### config.mk
export PLATFORM = sky130hd
export DESIGN_NAME = dcache_stb_responder
export DESIGN_NICKNAME = d
export VERILOG_FILES = /design/src/rtl/dcache_resp_pkg.sv /design/src/rtl/dcache_resp_mem.sv /design/src/rtl/dcache_stb_responder.sv
export SDC_FILE = /design/constraint.sdc
export NUM_CORES = 2
export LEC_CHECK = 0
export CAP_MARGIN = 20
export CELL_PAD_IN_SITES_DETAIL_PLACEMENT = 0
export CELL_PAD_IN_SITES_GLOBAL_PLACEMENT = 2
export CORE_ASPECT_RATIO = 0.6
export CORE_MARGIN = 2
export CORE_UTILIZATION = 40
export CTS_BUF_LIST = sky130_fd_sc_hd__clkbuf_4 sky130_fd_sc_hd__clkbuf_8
export CTS_CLUSTER_SIZE = 25
export DETAILED_ROUTE_END_ITERATION = 7
export GPL_TIMING_DRIVEN = 1
export PLACE_DENSITY_LB_ADDON = 0.1
export SETUP_SLACK_MARGIN = 0.3
export SLEW_MARGIN = 5
export SYNTH_ARGS = -nofsm -noshare
export SYNTH_HDL_FRONTEND = slang
export SYNTH_SLANG_ARGS = --single-unit
### constraint.sdc
create_clock -name clk -period 130 [get_ports clk]
set_input_delay 13 -clock clk [delete_from_list [all_inputs] [get_ports clk]]
set_output_delay 13 -clock clk [all_outputs]
set_load 0.01 [all_outputs]
### src/rtl/dcache_resp_pkg.sv
// Shared types and helpers for the dcache store-buffer responder.
// State encoding, latency width and the per-lane byte merge used by the write front-end.
package dcache_resp_pkg;

    typedef enum logic [1:0] {
        IDLE,
        WAIT,
        ACK
    } resp_state_e;

    localparam int MEM_DEPTH_DEF = 64;
    localparam int WORD_IDX_W    = $clog2(MEM_DEPTH_DEF);
    localparam int LAT_W         = 2;
    localparam int DATA_W_DEF    = 32;
    localparam int SEL_W_DEF     = DATA_W_DEF / 8;

    function automatic logic [DATA_W_DEF-1:0] byte_merge(
        input logic [DATA_W_DEF-1:0] old_word,
        input logic [DATA_W_DEF-1:0] new_word,
        input logic [SEL_W_DEF-1:0]  sel
    );
        logic [DATA_W_DEF-1:0] merged;
        merged = old_word;
        for (int i = 0; i < SEL_W_DEF; i++) begin
            if (sel[i]) begin
                merged[8*i +: 8] = new_word[8*i +: 8];
            end
        end
        return merged;
    endfunction

endpackage

### src/rtl/dcache_resp_mem.sv
// Word memory for the dcache responder: one byte-wide array per lane so each
// lane's write enable is independent; async clear and a combinational debug read.
module dcache_resp_mem #(
    parameter int DATA_WIDTH     = 32,
    parameter int BYTE_SEL_WIDTH = 4,
    parameter int MEM_DEPTH      = 64,
    localparam int IDX_W         = $clog2(MEM_DEPTH)
) (
    input  logic                      clk,
    input  logic                      rst,
    input  logic                      we,
    input  logic [IDX_W-1:0]          waddr,
    input  logic [DATA_WIDTH-1:0]     wdata,
    input  logic [BYTE_SEL_WIDTH-1:0] sel,
    input  logic [IDX_W-1:0]          dbg_addr,
    output logic [DATA_WIDTH-1:0]     dbg_rdata
);

    genvar gi;
    generate
        for (gi = 0; gi < BYTE_SEL_WIDTH; gi++) begin : g_lane
            logic [7:0] lane_mem [MEM_DEPTH];

            always_ff @(posedge clk or posedge rst) begin
                if (rst) begin
                    for (int w = 0; w < MEM_DEPTH; w++) begin
                        lane_mem[w] <= 8'h00;
                    end
                end else if (we && sel[gi]) begin
                    lane_mem[waddr] <= wdata[8*gi +: 8];
                end
            end

            assign dbg_rdata[8*gi +: 8] = lane_mem[dbg_addr];
        end
    endgenerate

endmodule

### src/rtl/dcache_stb_responder.sv
// Dcache-side responder for the store buffer write handshake: accepts one store,
// commits it byte-masked after lat_cfg extra cycles and pulses dcache2stb_ack.
// Optional DCACHE_RESP_ERR_EN adds dcache2stb_err for out-of-range or word-crossing stores.
module dcache_stb_responder
    import dcache_resp_pkg::*;
#(
    parameter int ADDR_WIDTH     = 32,
    parameter int DATA_WIDTH     = 32,
    parameter int BYTE_SEL_WIDTH = 4,
    parameter int MEM_DEPTH      = 64,
    parameter int CNT_WIDTH      = 16
) (
    input  logic                         clk,
    input  logic                         rst,
    input  logic [ADDR_WIDTH-1:0]        stb2dcache_addr,
    input  logic [DATA_WIDTH-1:0]        stb2dcache_wdata,
    input  logic [BYTE_SEL_WIDTH-1:0]    stb2dcache_sel_byte,
    input  logic                         stb2dcache_w_en,
    input  logic                         stb2dcache_req,
    input  logic                         dmem_sel_o,
    input  logic [LAT_W-1:0]             lat_cfg,
    output logic                         dcache2stb_ack,
`ifdef DCACHE_RESP_ERR_EN
    output logic                         dcache2stb_err,
`endif
    output logic                         busy,
    output logic [CNT_WIDTH-1:0]         wr_count,
    input  logic [$clog2(MEM_DEPTH)-1:0] dbg_addr,
    output logic [DATA_WIDTH-1:0]        dbg_rdata
);

    localparam int IDX_W = $clog2(MEM_DEPTH);
    localparam int OFF_W = $clog2(BYTE_SEL_WIDTH);

    resp_state_e                state_reg;
    logic [LAT_W-1:0]           lat_cnt_reg;
    logic [ADDR_WIDTH-1:0]      addr_reg;
    logic [DATA_WIDTH-1:0]      wdata_reg;
    logic [BYTE_SEL_WIDTH-1:0]  sel_reg;
    logic                       w_en_reg;
    logic                       ack_reg;
    logic                       busy_reg;
    logic                       err_reg;
    logic [CNT_WIDTH-1:0]       wr_count_reg;

    logic                       accept;
    logic                       commit;
    logic                       req_err;
    logic                       mem_we;
    logic [ADDR_WIDTH-1:0]      src_addr;
    logic [DATA_WIDTH-1:0]      src_wdata;
    logic [BYTE_SEL_WIDTH-1:0]  src_sel;
    logic                       src_w_en;

    // A zero-latency store commits on its accept edge, before the capture
    // registers hold it, so the write source follows the live inputs in IDLE.
    always_comb begin
        accept = (state_reg == IDLE) && stb2dcache_req && dmem_sel_o;
        if (state_reg == IDLE) begin
            src_addr  = stb2dcache_addr;
            src_wdata = stb2dcache_wdata;
            src_sel   = stb2dcache_sel_byte;
            src_w_en  = stb2dcache_w_en;
        end else begin
            src_addr  = addr_reg;
            src_wdata = wdata_reg;
            src_sel   = sel_reg;
            src_w_en  = w_en_reg;
        end
        commit = (accept && (lat_cfg == '0)) ||
                 ((state_reg == WAIT) && (lat_cnt_reg == LAT_W'(1)));
    end

`ifdef DCACHE_RESP_ERR_EN
    localparam logic [ADDR_WIDTH-1:0] ADDR_LIMIT = ADDR_WIDTH'(MEM_DEPTH * BYTE_SEL_WIDTH);

    always_comb begin
        req_err = (src_addr >= ADDR_LIMIT);
        for (int i = 0; i < BYTE_SEL_WIDTH; i++) begin
            if (src_sel[i] && ((int'(src_addr[OFF_W-1:0]) + i) >= BYTE_SEL_WIDTH)) begin
                req_err = 1'b1;
            end
        end
    end

    assign dcache2stb_err = err_reg;
`else
    assign req_err = 1'b0;

    // Without range checking, high and offset address bits are simply dropped.
    logic unused_sink;
    assign unused_sink = ^{src_addr[ADDR_WIDTH-1:IDX_W+OFF_W], src_addr[OFF_W-1:0], err_reg};
`endif

    assign mem_we = commit && src_w_en && !req_err;

    always_ff @(posedge clk or posedge rst) begin
        if (rst) begin
            state_reg    <= IDLE;
            lat_cnt_reg  <= '0;
            addr_reg     <= '0;
            wdata_reg    <= '0;
            sel_reg      <= '0;
            w_en_reg     <= 1'b0;
            ack_reg      <= 1'b0;
            busy_reg     <= 1'b0;
            err_reg      <= 1'b0;
            wr_count_reg <= '0;
        end else begin
            ack_reg <= 1'b0;
            err_reg <= 1'b0;
            if (mem_we) begin
                wr_count_reg <= wr_count_reg + CNT_WIDTH'(1);
            end
            case (state_reg)
                IDLE: begin
                    if (accept) begin
                        addr_reg    <= stb2dcache_addr;
                        wdata_reg   <= stb2dcache_wdata;
                        sel_reg     <= stb2dcache_sel_byte;
                        w_en_reg    <= stb2dcache_w_en;
                        lat_cnt_reg <= lat_cfg;
                        busy_reg    <= 1'b1;
                        if (lat_cfg == '0) begin
                            state_reg <= ACK;
                            ack_reg   <= 1'b1;
                            err_reg   <= req_err;
                        end else begin
                            state_reg <= WAIT;
                        end
                    end
                end
                WAIT: begin
                    lat_cnt_reg <= lat_cnt_reg - LAT_W'(1);
                    if (lat_cnt_reg == LAT_W'(1)) begin
                        state_reg <= ACK;
                        ack_reg   <= 1'b1;
                        err_reg   <= req_err;
                    end
                end
                ACK: begin
                    state_reg <= IDLE;
                    busy_reg  <= 1'b0;
                end
                default: begin
                    state_reg <= IDLE;
                    busy_reg  <= 1'b0;
                end
            endcase
        end
    end

    assign dcache2stb_ack = ack_reg;
    assign busy           = busy_reg;
    assign wr_count       = wr_count_reg;

    dcache_resp_mem #(
        .DATA_WIDTH     (DATA_WIDTH),
        .BYTE_SEL_WIDTH (BYTE_SEL_WIDTH),
        .MEM_DEPTH      (MEM_DEPTH)
    ) u_mem (
        .clk       (clk),
        .rst       (rst),
        .we        (mem_we),
        .waddr     (src_addr[IDX_W+OFF_W-1:OFF_W]),
        .wdata     (src_wdata),
        .sel       (src_sel),
        .dbg_addr  (dbg_addr),
        .dbg_rdata (dbg_rdata)
    );

endmodule

Word level (Yosys, flattened, before mapping)
Index checks and enable logic that the tools add are counted.
- equal/unequal tests: 4
- reduce and logical (&&, ||, !) cells: 18
- multiplexer cells: 34
- $lt $le $gt $ge: 3
- add/subtract/negate cells: 2
- bitwise operators: 3
- operator list (operator ; count):
    $bwmux 512 ; 4
    $bmux 8 s6 ; 4
    $mux 8 ; 10
    $demux 8 s6 ; 1
    $mux 32 ; 1
    $add 16x1->16 const B ; 1
    $ge 7x7->1 const B ; 2
    $not 6->7 ; 2
    $logic_and 1x1->1 ; 10
    $mux 2 ; 4
    $pmux 2 s2 ; 2
    $reduce_and 2->1 ; 4
    $lt 7x1->1 const B ; 1
    $mux 1 ; 5
    $eq 2x1->1 const B ; 2
    $logic_not 2->1 ; 2
    $mux 4 ; 1
    $pmux 1 s2 ; 2
    $ne 2x1->1 const B ; 1
    $ne 2x2->1 const B ; 1
    $reduce_bool 2->1 ; 1
    $sub 2x1->2 const B ; 1
    $logic_or 1x1->1 ; 1
    $not 1->1 ; 1
- bits of input ports: 81
- output and inout bits: 50
- register bits after elaboration: 2115

Longest topological paths before layout
- depth after elaboration: 8
- mapped depth: 9
- depth with buffers taken out: 7

Modules after synthesis
From an unflattened synthesis, not the netlist that was laid out.
- cells, all modules: 6220
- area, all modules: 96522.6 µm²
- modules (own cells, without submodules) (module ; instances ; cells an instance ; sequential area each (µm²) ; area an instance (µm²)):
    dcache_resp_mem ; 1 ; 5982 ; 51249.2 ; 93325.8
    dcache_stb_responder ; 1 ; 238 ; 1626.6 ; 3196.8

Worst setup path after synthesis
No wires, ideal clock.
- path kind: input-to-output
- start: input port dbg_addr[0]
- end: output port dbg_rdata[29]
- path slack: 101944 ps
- arrival time: 15056 ps
- cell stages on the path: 9
- required time: 117000 ps
- path through: buf_4 -> buf_2 -> buf_2 -> buf_2 -> nand2b_1 -> o22ai_1 -> nor2_1 -> a22oi_1 -> a2111oi_0
- longest elaborated chain between the ends: 4
- ends and longest elaborated chain (element ; RTL line ; RTL):
    start, declared ; dcache_stb_responder.sv:28 ; input logic [$clog2(MEM_DEPTH)-1:0] dbg_addr,
    $not 6->7 (implied by the code) ; dcache_resp_mem.sv:34 ; assign dbg_rdata[8*gi +: 8] = lane_mem[dbg_addr];
    $bmux 8 s6 ; dcache_resp_mem.sv:34 ;
    $mux 8 (implied by the code) (2 in series) ; dcache_resp_mem.sv:34 ;
    end, declared ; dcache_stb_responder.sv:29 ; output logic [DATA_WIDTH-1:0] dbg_rdata
Every way passes these cells. The select of a mux whose other input is x is not followed.

Final worst setup path
- start: input port dbg_addr[0]
- end: output port dbg_rdata[24]
Same word-level chain as after synthesis.

==> impl_results.md <==
* Most common cell after layout, fill and taps aside: dfrtp_1
* Via count at about 57000
* Clock tree buffer depth at 4
* Number of CTS-inserted buffers at between 300 and 400
* Die area at between 200000 and 250000 sq um
* Post-DRT Antenna Nets at 0
* Tmin final at about 32000 ps
* Setup TNS at 0 ps
* RSZ-0062 raised after global routing: no
* Int Pwr at between 1 and 1.5 mW
* Ys Warns at 0
* Post-layout util at 0.4516
* Setup crit end kind: output pin
* Clk_skew at approximately 49 ps
* Peak supply drop at about 0.000015 V
* Worst-path clk slew at approximately 60 ps
* LEAKAGE at 52.22 nW
* Ports at between 100 and 150
* CTS Sinks at about 2100
* Psw at between 0.5 and 0.6 mW
* GRT overflow at 0
* Critical path class: input pin to output pin
* PD cells at about 16 nW/um^2
* Final slew viol count at 0
* Sequential fraction of the synthesis area at 0.5453
* Initial Utilization at 0.4037
* Max cap viols at 0
* Via/cell ratio at 5.782
* DP Wirelength at between 150000 and 200000 um
* CTS tree: done
* Maximum clock rate at approximately 31 MHz
* # DRC at 0
* H-tree levels at 5
* Layout cells sized above 1 at 0.5299
* CP Data Required Time at 117000 ps
* Hold WS at about 470 ps
* Status: finished, final reports clean
* Initial DRC Count at 4240
* Ys async rst share at 1.000
* Worst-Margin Slew at around 1200 ps
* Post-Synthesis Cells at between 6000 and 7000
* Logic pwr share at 0.224
* Min-Delay Path Class: register to register
* Clock Power Share at 0.347
* Largest register FFs at between 2000 and 2500
* Syn nets at ~6400
* CP arrival at 18850 ps
* Period utilization at 0.2450
* Initial antenna violation count at 13
* First-pass GRT wire length at 453200 um
* Largest net degree at the start of global routing at 168
* Endpoints failing setup at 0
* Setup crit start kind: input pin
* Post-DR wirelength/cell at about 32 um
* Number of distinct library cells after synthesis at 69
* Post-CTS Setup Bufs at 0
* Synth Area per Inst at between 15 and 20 sq um
* Crit Path Max Fanout at 75
* RD Place Congestion at between 0.7 and 0.8
* Worst-Skew Late Latency at around 990 ps
* Sequential Power Share at 0.429
* Drt first pass iters at 7
* Post-CTS Resized at 0
* Switch share at 0.3422
* DRT Wirelength at between 300000 and 400000 um
* Power, Total at 1.716 mW
* Cts hold-fix bufs at 0
* Commonest non-fill, non-tap cells in the layout: dfrtp_1, mux2_2, mux4_2
* Rows at 139
* Final net count at 6489
* Flops & latches, synth at 2113
* Relative slew slack at 0.2010
* Vias in the first global route at 58900
* Port Buffers at between 100 and 150
* Fin. Hold Viols at 0
* CTS root buffer: clkbuf_8
* Top_reg_cell synth: dfrtp_1
* Die Y at ~390 um
* EDFF count, synth at 0
* Core area at about 240000 sq um
* Total GRT Usage at 0.2557
* Cell Area, Synth at a little under 100000 sq um
* Die width at about 640 um
* Syn-to-layout area delta at 11.85%
[cell usage after synthesis (all sizes together), types with 6 or more instances]
master / n / area (sq um)
a31oi: 20 / 146.4
a22oi: 12 / 95.09
o22ai: 120 / 750.7
nand2b: 13 / 81.33
xnor2: 7 / 61.31
nor2b: 7 / 43.79
nor2: 75 / 444.2
nand3: 157 / 1509
o22a: 20 / 175.2
or2: 6 / 37.54
mux2: 2064 / 23240
a22o: 6 / 53.80
and3: 26 / 162.7
nor3: 30 / 255.3
mux4: 513 / 11550
xor2: 8 / 70.07
nor4: 24 / 150.1
o21a: 7 / 56.31
nand4: 6 / 37.54
buf: 166 / 910.9
inv: 14 / 52.55
o21ai: 20 / 100.1
o221ai: 34 / 297.8
dfrtp: 2113 / 52880
clkbuf: 294 / 1104
nand2: 377 / 1550
a21oi: 43 / 230.2
mux2i: 49 / 490.5
[layout make-up]
class	count	area, sq um
fillers	21290	131700
flip-flops and latches	2113	52880
multi-input cells	3693	42280
clock buffers	542	6671
well taps	3243	4058
repair buffers	245	2355
clock inverters	22	127.6
inverters	15	63.81
diodes	12	30.03
[power groups by stage]
stage | combinational (mW) | sequential, mW | clock (mW)
after floorplan | 0.231 | 0.743 | 0
after global placement | 0.384 | 0.745 | 0
after detailed placement | 0.389 | 0.747 | 0
after CTS | 0.390 | 0.735 | 0.612
after global routing | 0.410 | 0.742 | 0.644
final | 0.384 | 0.736 | 0.596
[per-stage QoR]
step | worst slack [ps] | cell area (sq um) | std cells
after floorplan | 57310 | 96970 | 6281
after global placement | 97980 | 101400 | 9301
after detailed placement | 97990 | 101400 | 9302
after CTS | 97960 | 108200 | 9866
after global routing | 97650 | 108400 | 9877
final | 98150 | 108500 | 9885
[logic make-up (layout without fill, tap and decap cells)]
kind of cell,Yosys count,in the layout,share of synthesized area
buffers and inverters,475,824,0.02136
AND/OR/NAND/NOR,740,740,0.04573
AO/OA/AOI/OAI,310,310,0.02210
adder cells (fa/ha/maj),2,2,0.0002580
XOR/XNOR,15,15,0.001355
flip-flops,2113,2113,0.5453
other,0,12,0
multiplexers,2626,2626,0.3639
[worst max-delay path: stages]
cell and delay, ps:
buf_8 400, buf_4 650, buf_4 760, buf_12 610, buf_4 750, mux4_2 350, inv_1 40, a21oi_1 630
o41ai_1 110, nor4_1 620, clkdlybuf4s50_1 680
[routing by layer]
layer / GRT usage / wire length (um) / up-vias / share of wire
li1: - / - / 23870 / -
met1: 0.4029 / 157900 / 31590 / 0.50
met2: 0.3616 / 131600 / 1312 / 0.42
met3: 0.04871 / 17020 / 378 / 0.054
met4: 0.05850 / 6916 / 2 / 0.022
met5: 0 / 13 / - / 0.000041
[path summary, 6_finish.rpt]
| kind | from | endpoint | slack [ps] | cells past startpoint |
|---|---|---|---|---|
| worst max-delay path | dbg_addr[0] | dbg_rdata[24] | 98150 | 11 |
| worst min-delay path | wdata_reg[28] | wdata_reg[28] | 470 | 2 |
| worst max register to register | state_reg[1] | u_mem.g_lane[1].lane_mem[137] | 125110 | 7 |
| worst min register to register | wdata_reg[28] | wdata_reg[28] | 470 | 2 |
| max in group asynchronous | rst | u_mem.g_lane[0].lane_mem[487] | 113670 | 6 |
| min in group asynchronous | rst | u_mem.g_lane[1].lane_mem[9] | 12520 | 2 |
Note: power is estimated with default switching activity, not from simulation.
